--- src/rtl/if_pkg.sv ---
// ---------------------------------------------------------------------------
// if_pkg -- shared types and constants for the RV32I instruction-fetch stage.
//   NOP_INSTR           : canonical bubble encoding (addi x0, x0, 0)
//   HALT_INSTR_DEFAULT  : default stop-fetch encoding (ECALL)
//   fetch_state_t       : fetch FSM states BOOT / RUN / HALT
//   if_id_t             : contents of the IF/ID pipeline register
//   if_id_bubble()      : builds an IF/ID bubble value
// ---------------------------------------------------------------------------
package if_pkg;

  localparam logic [31:0] NOP_INSTR          = 32'h0000_0013;
  localparam logic [31:0] HALT_INSTR_DEFAULT = 32'h0000_0073;

  typedef enum logic [1:0] {
    BOOT = 2'd0,
    RUN  = 2'd1,
    HALT = 2'd2
  } fetch_state_t;

  typedef struct packed {
    logic [31:0] instr;
    logic [31:0] pc;
    logic [31:0] pc_plus4;
    logic        valid;
  } if_id_t;

  // A bubble carries a NOP with zeroed PCs so downstream stages see nothing.
  function automatic if_id_t if_id_bubble();
    if_id_t b;
    b.instr    = NOP_INSTR;
    b.pc       = 32'h0;
    b.pc_plus4 = 32'h0;
    b.valid    = 1'b0;
    return b;
  endfunction

endpackage

--- src/rtl/if_id_reg.sv ---
// ---------------------------------------------------------------------------
// if_id_reg -- generic stage register with priority reset > flush > stall > load.
//   clk   : rising-edge clock
//   reset : synchronous, active-high; loads a bubble
//   flush : load a bubble
//   stall : hold current contents
//   d     : value loaded when neither flush nor stall is asserted
//   q     : registered contents
// ---------------------------------------------------------------------------
module if_id_reg
  import if_pkg::*;
(
  input  logic   clk,
  input  logic   reset,
  input  logic   flush,
  input  logic   stall,
  input  if_id_t d,
  output if_id_t q
);

  // NOTE: sequential state is written only with non-blocking assignments so
  // every register samples pre-edge values regardless of process order.
  always_ff @(posedge clk) begin
    if (reset) begin
      q <= if_id_bubble();
    end else if (flush) begin
      q <= if_id_bubble();
    end else if (!stall) begin
      q <= d;
    end
  end

endmodule

--- src/rtl/if_fetch_stage.sv ---
// ---------------------------------------------------------------------------
// if_fetch_stage -- RV32I instruction-fetch stage: PC register, IF/ID register,
// stall/flush/redirect handling and a BOOT/RUN/HALT state machine that stops
// fetch on ECALL or on an out-of-range / misaligned fetch address.
//
// Ports:
//   clk, reset            : clock, synchronous active-high reset
//   stall_f, stall_d      : hold PC / hold IF/ID
//   flush_d               : replace IF/ID with a bubble
//   pc_src_e, pc_target_e : redirect request and target from execute
//   imem_addr, imem_rd    : combinational instruction memory interface
//   instr_d, pc_d, pc_plus4_d, valid_d : IF/ID register outputs
//   halted                : FSM is in HALT
//   fetch_err             : sticky bad-fetch flag, cleared only by reset
//
// Build option: defining IF_PERF_CNT_EN adds the fetch_cnt and stall_cnt
// performance counter outputs.
// ---------------------------------------------------------------------------
module if_fetch_stage
  import if_pkg::*;
#(
  parameter logic [31:0] RESET_PC   = 32'h0000_0000,
  parameter int unsigned IMEM_WORDS = 64,
  parameter logic [31:0] HALT_INSTR = HALT_INSTR_DEFAULT
) (
  input  logic        clk,
  input  logic        reset,
  input  logic        stall_f,
  input  logic        stall_d,
  input  logic        flush_d,
  input  logic        pc_src_e,
  input  logic [31:0] pc_target_e,
  output logic [31:0] imem_addr,
  input  logic [31:0] imem_rd,
  output logic [31:0] instr_d,
  output logic [31:0] pc_d,
  output logic [31:0] pc_plus4_d,
  output logic        valid_d,
  output logic        halted,
  output logic        fetch_err
`ifdef IF_PERF_CNT_EN
  ,
  output logic [31:0] fetch_cnt,
  output logic [31:0] stall_cnt
`endif
);

  fetch_state_t state, state_next;
  logic [31:0]  pc_f, pc_next, pc_plus4_f;
  logic         bad_fetch;
  logic         halt_fetch;
  logic         load_valid;
  logic         err_set;
  logic         ifid_flush, ifid_stall;
  if_id_t       ifid_d, ifid_q;

  assign pc_plus4_f = pc_f + 32'd4;  // wraps modulo 2^32
  assign imem_addr  = pc_f;
  assign bad_fetch  = (pc_f[1:0] != 2'b00) ||
                      ({2'b00, pc_f[31:2]} >= 32'(IMEM_WORDS));

  // A RUN-state edge that actually captures imem_rd into IF/ID as valid.
  assign load_valid = (state == RUN) && !flush_d && !stall_d && !bad_fetch;
  // The halting word only stops fetch on the correct path (no redirect).
  assign halt_fetch = load_valid && !pc_src_e && (imem_rd == HALT_INSTR);

  // NOTE: every signal driven here gets a default first, so no path through
  // the case statement can leave one unassigned and infer a latch.
  always_comb begin
    state_next = state;
    pc_next    = pc_f;
    ifid_flush = 1'b0;
    ifid_stall = 1'b0;
    err_set    = 1'b0;
    ifid_d     = '{instr: imem_rd, pc: pc_f, pc_plus4: pc_plus4_f, valid: 1'b1};

    unique case (state)
      BOOT: begin
        ifid_flush = 1'b1;
        state_next = RUN;
      end

      RUN: begin
        if (pc_src_e)     pc_next = pc_target_e;
        else if (!stall_f) pc_next = pc_plus4_f;

        ifid_flush = flush_d;
        ifid_stall = stall_d;

        if (bad_fetch) begin
          // Never hand an out-of-range word downstream; park on the bad address.
          ifid_d     = if_id_bubble();
          err_set    = 1'b1;
          state_next = HALT;
          if (!pc_src_e) pc_next = pc_f;
        end else if (halt_fetch) begin
          state_next = HALT;
          pc_next    = pc_f;
        end
      end

      HALT: begin
        if (pc_src_e) begin
          // Leaving a wrong-path halt: restart at the target with a clean IF/ID.
          pc_next    = pc_target_e;
          state_next = RUN;
          ifid_flush = 1'b1;
        end else begin
          ifid_flush = !stall_d;
          ifid_stall = stall_d;
        end
      end

      default: begin
        state_next = BOOT;
        ifid_flush = 1'b1;
      end
    endcase
  end

  always_ff @(posedge clk) begin
    if (reset) begin
      state     <= BOOT;
      pc_f      <= RESET_PC;
      fetch_err <= 1'b0;
    end else begin
      state     <= state_next;
      pc_f      <= pc_next;
      if (err_set) fetch_err <= 1'b1;
    end
  end

  if_id_reg u_if_id_reg (
    .clk   (clk),
    .reset (reset),
    .flush (ifid_flush),
    .stall (ifid_stall),
    .d     (ifid_d),
    .q     (ifid_q)
  );

  assign instr_d    = ifid_q.instr;
  assign pc_d       = ifid_q.pc;
  assign pc_plus4_d = ifid_q.pc_plus4;
  assign valid_d    = ifid_q.valid;
  assign halted     = (state == HALT);

`ifdef IF_PERF_CNT_EN
  always_ff @(posedge clk) begin
    if (reset) begin
      fetch_cnt <= 32'h0;
      stall_cnt <= 32'h0;
    end else begin
      if (load_valid) fetch_cnt <= fetch_cnt + 32'd1;
      if ((state == RUN) && stall_f && !pc_src_e) stall_cnt <= stall_cnt + 32'd1;
    end
  end
`endif

endmodule

--- config.mk ---
export PLATFORM = sky130hd
export DESIGN_NAME = if_fetch_stage
export DESIGN_NICKNAME = d
export VERILOG_FILES = /design/src/rtl/if_pkg.sv /design/src/rtl/if_id_reg.sv /design/src/rtl/if_fetch_stage.sv
export SDC_FILE = /design/constraint.sdc
export NUM_CORES = 1
export LEC_CHECK = 0
export ABC_AREA = 1
export BUFFER_PORTS_ARGS = -buffer_cell sky130_fd_sc_hd__clkbuf_2
export CORE_UTILIZATION = 33
export CTS_BUF_LIST = sky130_fd_sc_hd__clkbuf_8
export CTS_CLUSTER_DIAMETER = 120
export DETAILED_ROUTE_END_ITERATION = 7
export MAX_ROUTING_LAYER = met4
export SLEW_MARGIN = 0
export SYNTH_ARGS = -nofsm -noshare
export SYNTH_HDL_FRONTEND = slang
export SYNTH_SLANG_ARGS = --single-unit
--- constraint.sdc ---
create_clock -name clk -period 2 [get_ports clk]
set_input_delay 0.3 -clock clk [delete_from_list [all_inputs] [get_ports clk]]
set_output_delay 0.3 -clock clk [all_outputs]
set_load 0.005 [all_outputs]
==> impl_metrics.prom <==
# TYPE chip_impl_metric gauge
chip_impl_metric{name="drtAntennaViolNets",unit=""} 0
chip_impl_metric{name="final_layout_size_suffix_gt1_share",unit="%"} 26.5
chip_impl_metric{name="crit_fanout",unit=""} 30
chip_impl_metric{name="hold_ws",unit="ps"} 67.7
chip_impl_metric{name="register_bit_total_from_synthesis",unit=""} 130
chip_impl_metric{name="numCtsBuffers",unit=""} 17
chip_impl_metric{name="routed_wirelength",unit="mm"} 21.0
chip_impl_metric{name="floorplan.die_area",unit="um2"} 19200
chip_impl_info{name="hold-path-endpoint",value="u_if_id_reg.q[74]"} 1
chip_impl_metric{name="grt_util_all_layers",unit="%"} 21.9
chip_impl_metric{name="cts.hold.buffers_added",unit=""} 0
chip_impl_metric{name="synth_cell_type_count",unit=""} 26
chip_impl_metric{name="slowest_delay",unit="ps"} 350
chip_impl_metric{name="reg2regPathDepth",unit=""} 12
chip_impl_metric{name="finalWeightedCongestion",unit=""} 0.817
chip_impl_metric{name="die_x",unit="um"} 138
chip_impl_info{name="timing.rr.start",value="state[1]"} 1
chip_impl_metric{name="worst_hold_path.num_cells",unit=""} 3
chip_impl_info{name="root_buffer",value="clkbuf_8"} 1
chip_impl_metric{name="global_route.overflow_total",unit=""} 0
chip_impl_metric{name="fmax",unit="GHz"} 0.536
chip_impl_metric{name="synthCells",unit=""} 938
chip_impl_metric{name="clk_transition_reported_paths",unit="ps"} 80
chip_impl_metric{name="grt_start_max_net_pins",unit=""} 63
chip_impl_info{name="setup_repair_after_global_routing_missed_its_margin",value="true"} 1
chip_impl_metric{name="leakage_power",unit="nW"} 3.93
chip_impl_metric{name="maxCapViolCount",unit=""} 0
chip_impl_metric{name="cts_buffer_depth",unit=""} 2
chip_impl_metric{name="wl_per_cell",unit="um"} 15.0
chip_impl_metric{name="period_share",unit="%"} 93.4
chip_impl_metric{name="path_buf_inv",unit=""} 3
chip_impl_metric{name="hold_violations",unit=""} 0
chip_impl_info{name="crit_path_start_kind",value="flip-flop"} 1
chip_impl_metric{name="finish.net_count",unit=""} 1236
chip_impl_info{name="status",value="complete, but fails checks"} 1
chip_impl_info{name="startpoint",value="state[1]"} 1
chip_impl_metric{name="synthesis.yosys.warnings",unit=""} 0
chip_impl_metric{name="fin_tns_setup",unit="ps"} 0
chip_impl_metric{name="dieHeight",unit="um"} 138
chip_impl_metric{name="worst_clock_skew",unit="ps"} 13.9
chip_impl_metric{name="detail_route.vias_per_cell",unit=""} 4.80
chip_impl_metric{name="cellPowerDensity",unit="nW/um2"} 1330
chip_impl_metric{name="place_ws",unit="ps"} 9.06
chip_impl_metric{name="dr.first_iter.drc_count",unit=""} 476
chip_impl_metric{name="worst-slew-pin-transition",unit="ps"} 556
chip_impl_metric{name="rrSetupSlack",unit="ps"} 130
chip_impl_metric{name="vias",unit=""} 6727
chip_impl_info{name="crit_type",value="flip-flop to flip-flop"} 1
chip_impl_metric{name="max-vdd-ir-drop",unit="V"} 0.000628
chip_impl_metric{name="mappedNetlistArea",unit="um2"} 6150
chip_impl_info{name="synthTopCellsByCount",value="nand2_1 (314), dfxtp_1 (130), a21oi_1 (128)"} 1
chip_impl_info{name="failed_checks",value="design-rule violations"} 1
chip_impl_metric{name="flow.area_growth_from_synthesis",unit="%"} 35.1
chip_impl_metric{name="synth.yosys.seq_area_share",unit="%"} 42.3
chip_impl_metric{name="timing.critical_path.required",unit="ps"} 2350
chip_impl_info{name="synth_largest_area_cell",value="dfxtp_1"} 1
chip_impl_metric{name="cts-htree-levels",unit=""} 4
chip_impl_metric{name="num_rows",unit=""} 49
chip_impl_metric{name="antenna_found_initial",unit=""} 0
chip_impl_metric{name="dr.pass1.iters",unit=""} 8
chip_impl_info{name="hold_path_class",value="primary input to flip-flop"} 1
chip_impl_info{name="hold_sp",value="imem_rd[9]"} 1
chip_impl_info{name="cp_slowest_cell",value="dfxtp_2"} 1
chip_impl_metric{name="slew_headroom",unit="%"} 62.9
chip_impl_metric{name="finalWorstSetupSlack",unit="ps"} 133
chip_impl_metric{name="totalPowerFinal",unit="mW"} 11.1
chip_impl_info{name="worstReg2RegEnd",value="imem_addr[24]"} 1
chip_impl_metric{name="synth_edf_count",unit=""} 0
chip_impl_info{name="synthMostInstantiatedCell",value="nand2_1"} 1
chip_impl_info{name="path_delay_family",value="simple AND/OR/NAND/NOR gates"} 1
chip_impl_metric{name="finalSetupViolCount",unit=""} 0
chip_impl_metric{name="maxSlewViolCount",unit=""} 0
chip_impl_info{name="postSynth.topFlopCell",value="dfxtp_1"} 1
chip_impl_info{name="crit_path_end_kind",value="flip-flop"} 1
chip_impl_metric{name="period_minus_slack",unit="ps"} 1870
chip_impl_metric{name="core",unit="um2"} 18100
chip_impl_metric{name="place_hpwl",unit="mm"} 14.1
chip_impl_metric{name="synthArstFlopShare",unit="%"} 0
chip_impl_info{name="cpMostUsedCell",value="nor2_1"} 1
chip_impl_metric{name="tritoncts_num_sinks",unit=""} 130
chip_impl_metric{name="worstPathArrival",unit="ps"} 2220
chip_impl_metric{name="synth.avg_cell_area",unit="um2"} 6.55
chip_impl_metric{name="insertion_delay",unit="ps"} 470
chip_impl_metric{name="first_global_vias",unit=""} 6326
chip_impl_metric{name="floorplan.io_pins",unit=""} 201
chip_impl_metric{name="floorplan.initialDensity",unit="%"} 34.0
chip_impl_info{name="cts_tree",value="yes"} 1
chip_impl_metric{name="first_pass_grt_wire_length",unit="mm"} 32.2
chip_impl_info{name="cp_cell_sequence",value="inv_1, ha_1, inv_2, nor2_1, nand2_1, nor2_1, nand4_1, nand3_4, buf_12, nand3_1, nand2_1, nor2_1"} 1
chip_impl_metric{name="postSynthNetCount",unit=""} 1015
chip_impl_info{name="netlist_top_cells_area",value="dfxtp_1 (42%), nand2_1 (19%), a21oi_1 (10%)"} 1
chip_impl_metric{name="buffer_ports.inserted",unit=""} 200
chip_impl_metric{name="drc",unit=""} 30
chip_impl_metric{name="yosys.area.top_type_share",unit="%"} 42.3
chip_impl_metric{name="critical_path_cell_count",unit=""} 12
chip_impl_metric{name="antenna_cells_inserted",unit=""} 0
tightest hold or removal path: stages:
cell and delay (ps):
clkbuf_2 90, nand2_1 60, a21oi_1 50
stage by stage:
step	std cells	util, %	instance area, um2
after global routing	1401	45.9	8310
final	1401	45.9	8310
after CTS	1392	44.8	8110
after global placement	1360	42.3	7650
after detailed placement	1360	42.3	7650
after floorplan	938	-	6150
per-layer routing:
metal	wire length, um	global-route usage (%)	share of wire (%)	vias up
met2	9850	35.1	47	240
met4	347	7.33	1.7	0
met1	9180	27.4	44	3027
li1	-	-	-	3433
met3	1600	4.54	7.6	27
met5	0	-	0	-
area by class of cell:
class	instances	area, um2
fill	1926	9780
multi-input combinational	681	3080
sequential	130	2610
timing repair buffer	254	1600
inverter	75	287
tap	229	287
clock buffer	19	262
clock inverter	13	191
worst max path at each step:
stage | endpoint | slack [ps]
2_1_floorplan | imem_addr[23] | 160
3_3_place_gp | u_if_id_reg.q[5] | 100
3_5_place_dp | u_if_id_reg.q[41] | 9
4_1_cts | imem_addr[24] | 50
5_1_grt | imem_addr[24] | -20
6_report | imem_addr[24] | 130
cells in the final DEF (no fill, tap or decap), types with 2 or more instances in the layout:
master      count
ha_1            6
buf_6           3
clkbuf_16       4
inv_2           9
inv_1          68
dfxtp_1       128
buf_4          38
o22ai_1         2
a21oi_1       128
nand3_1        68
buf_12          8
nand2_1       312
clkinv_2        3
clkbuf_2      200
o211ai_1        2
xor2_1          9
or2_2           2
nand4_1        11
nand2_2         2
nor2_2          4
clkbuf_8       19
dfxtp_2         2
nor3_1          9
clkinvlp_4      2
o21ai_0        11
nor2_1        105
bufinv_16       5
flip-flops by register name, summed over array words and instances, names as in the netlist:
name / cells
imem_addr: 32
fetch_err: 1
state: 2
u_if_id_reg.q: 95
where the power goes:
group / total [mW] / switching [mW] / internal, mW
Sequential: 3.45 / 0.345 / 3.10
Clock: 2.61 / 1.08 / 1.53
Combinational: 5.03 / 3.01 / 2.02
Total: 11.1 / 4.44 / 6.65
repair_timing:
action	CTS	global route
pin swaps	0	2
gates resized for setup	1	17
cloned	0	5
endpoints found under the setup margin	1	124
setup buffers	0	4
cell families (layout without fill, tap and decap cells):
group / Yosys count / after routing / synth area share [%]
buffers and inverters: 127 / 361 / 8.57
xor gates and xnor gates: 9 / 9 / 1.28
and+or+nand+nor: 517 / 517 / 33.9
DFF: 130 / 130 / 42.3
AOI/OAI and AO/OA: 148 / 148 / 12.5
adders and majority gates: 7 / 7 / 1.42
(Power assumes the default switching activity.)
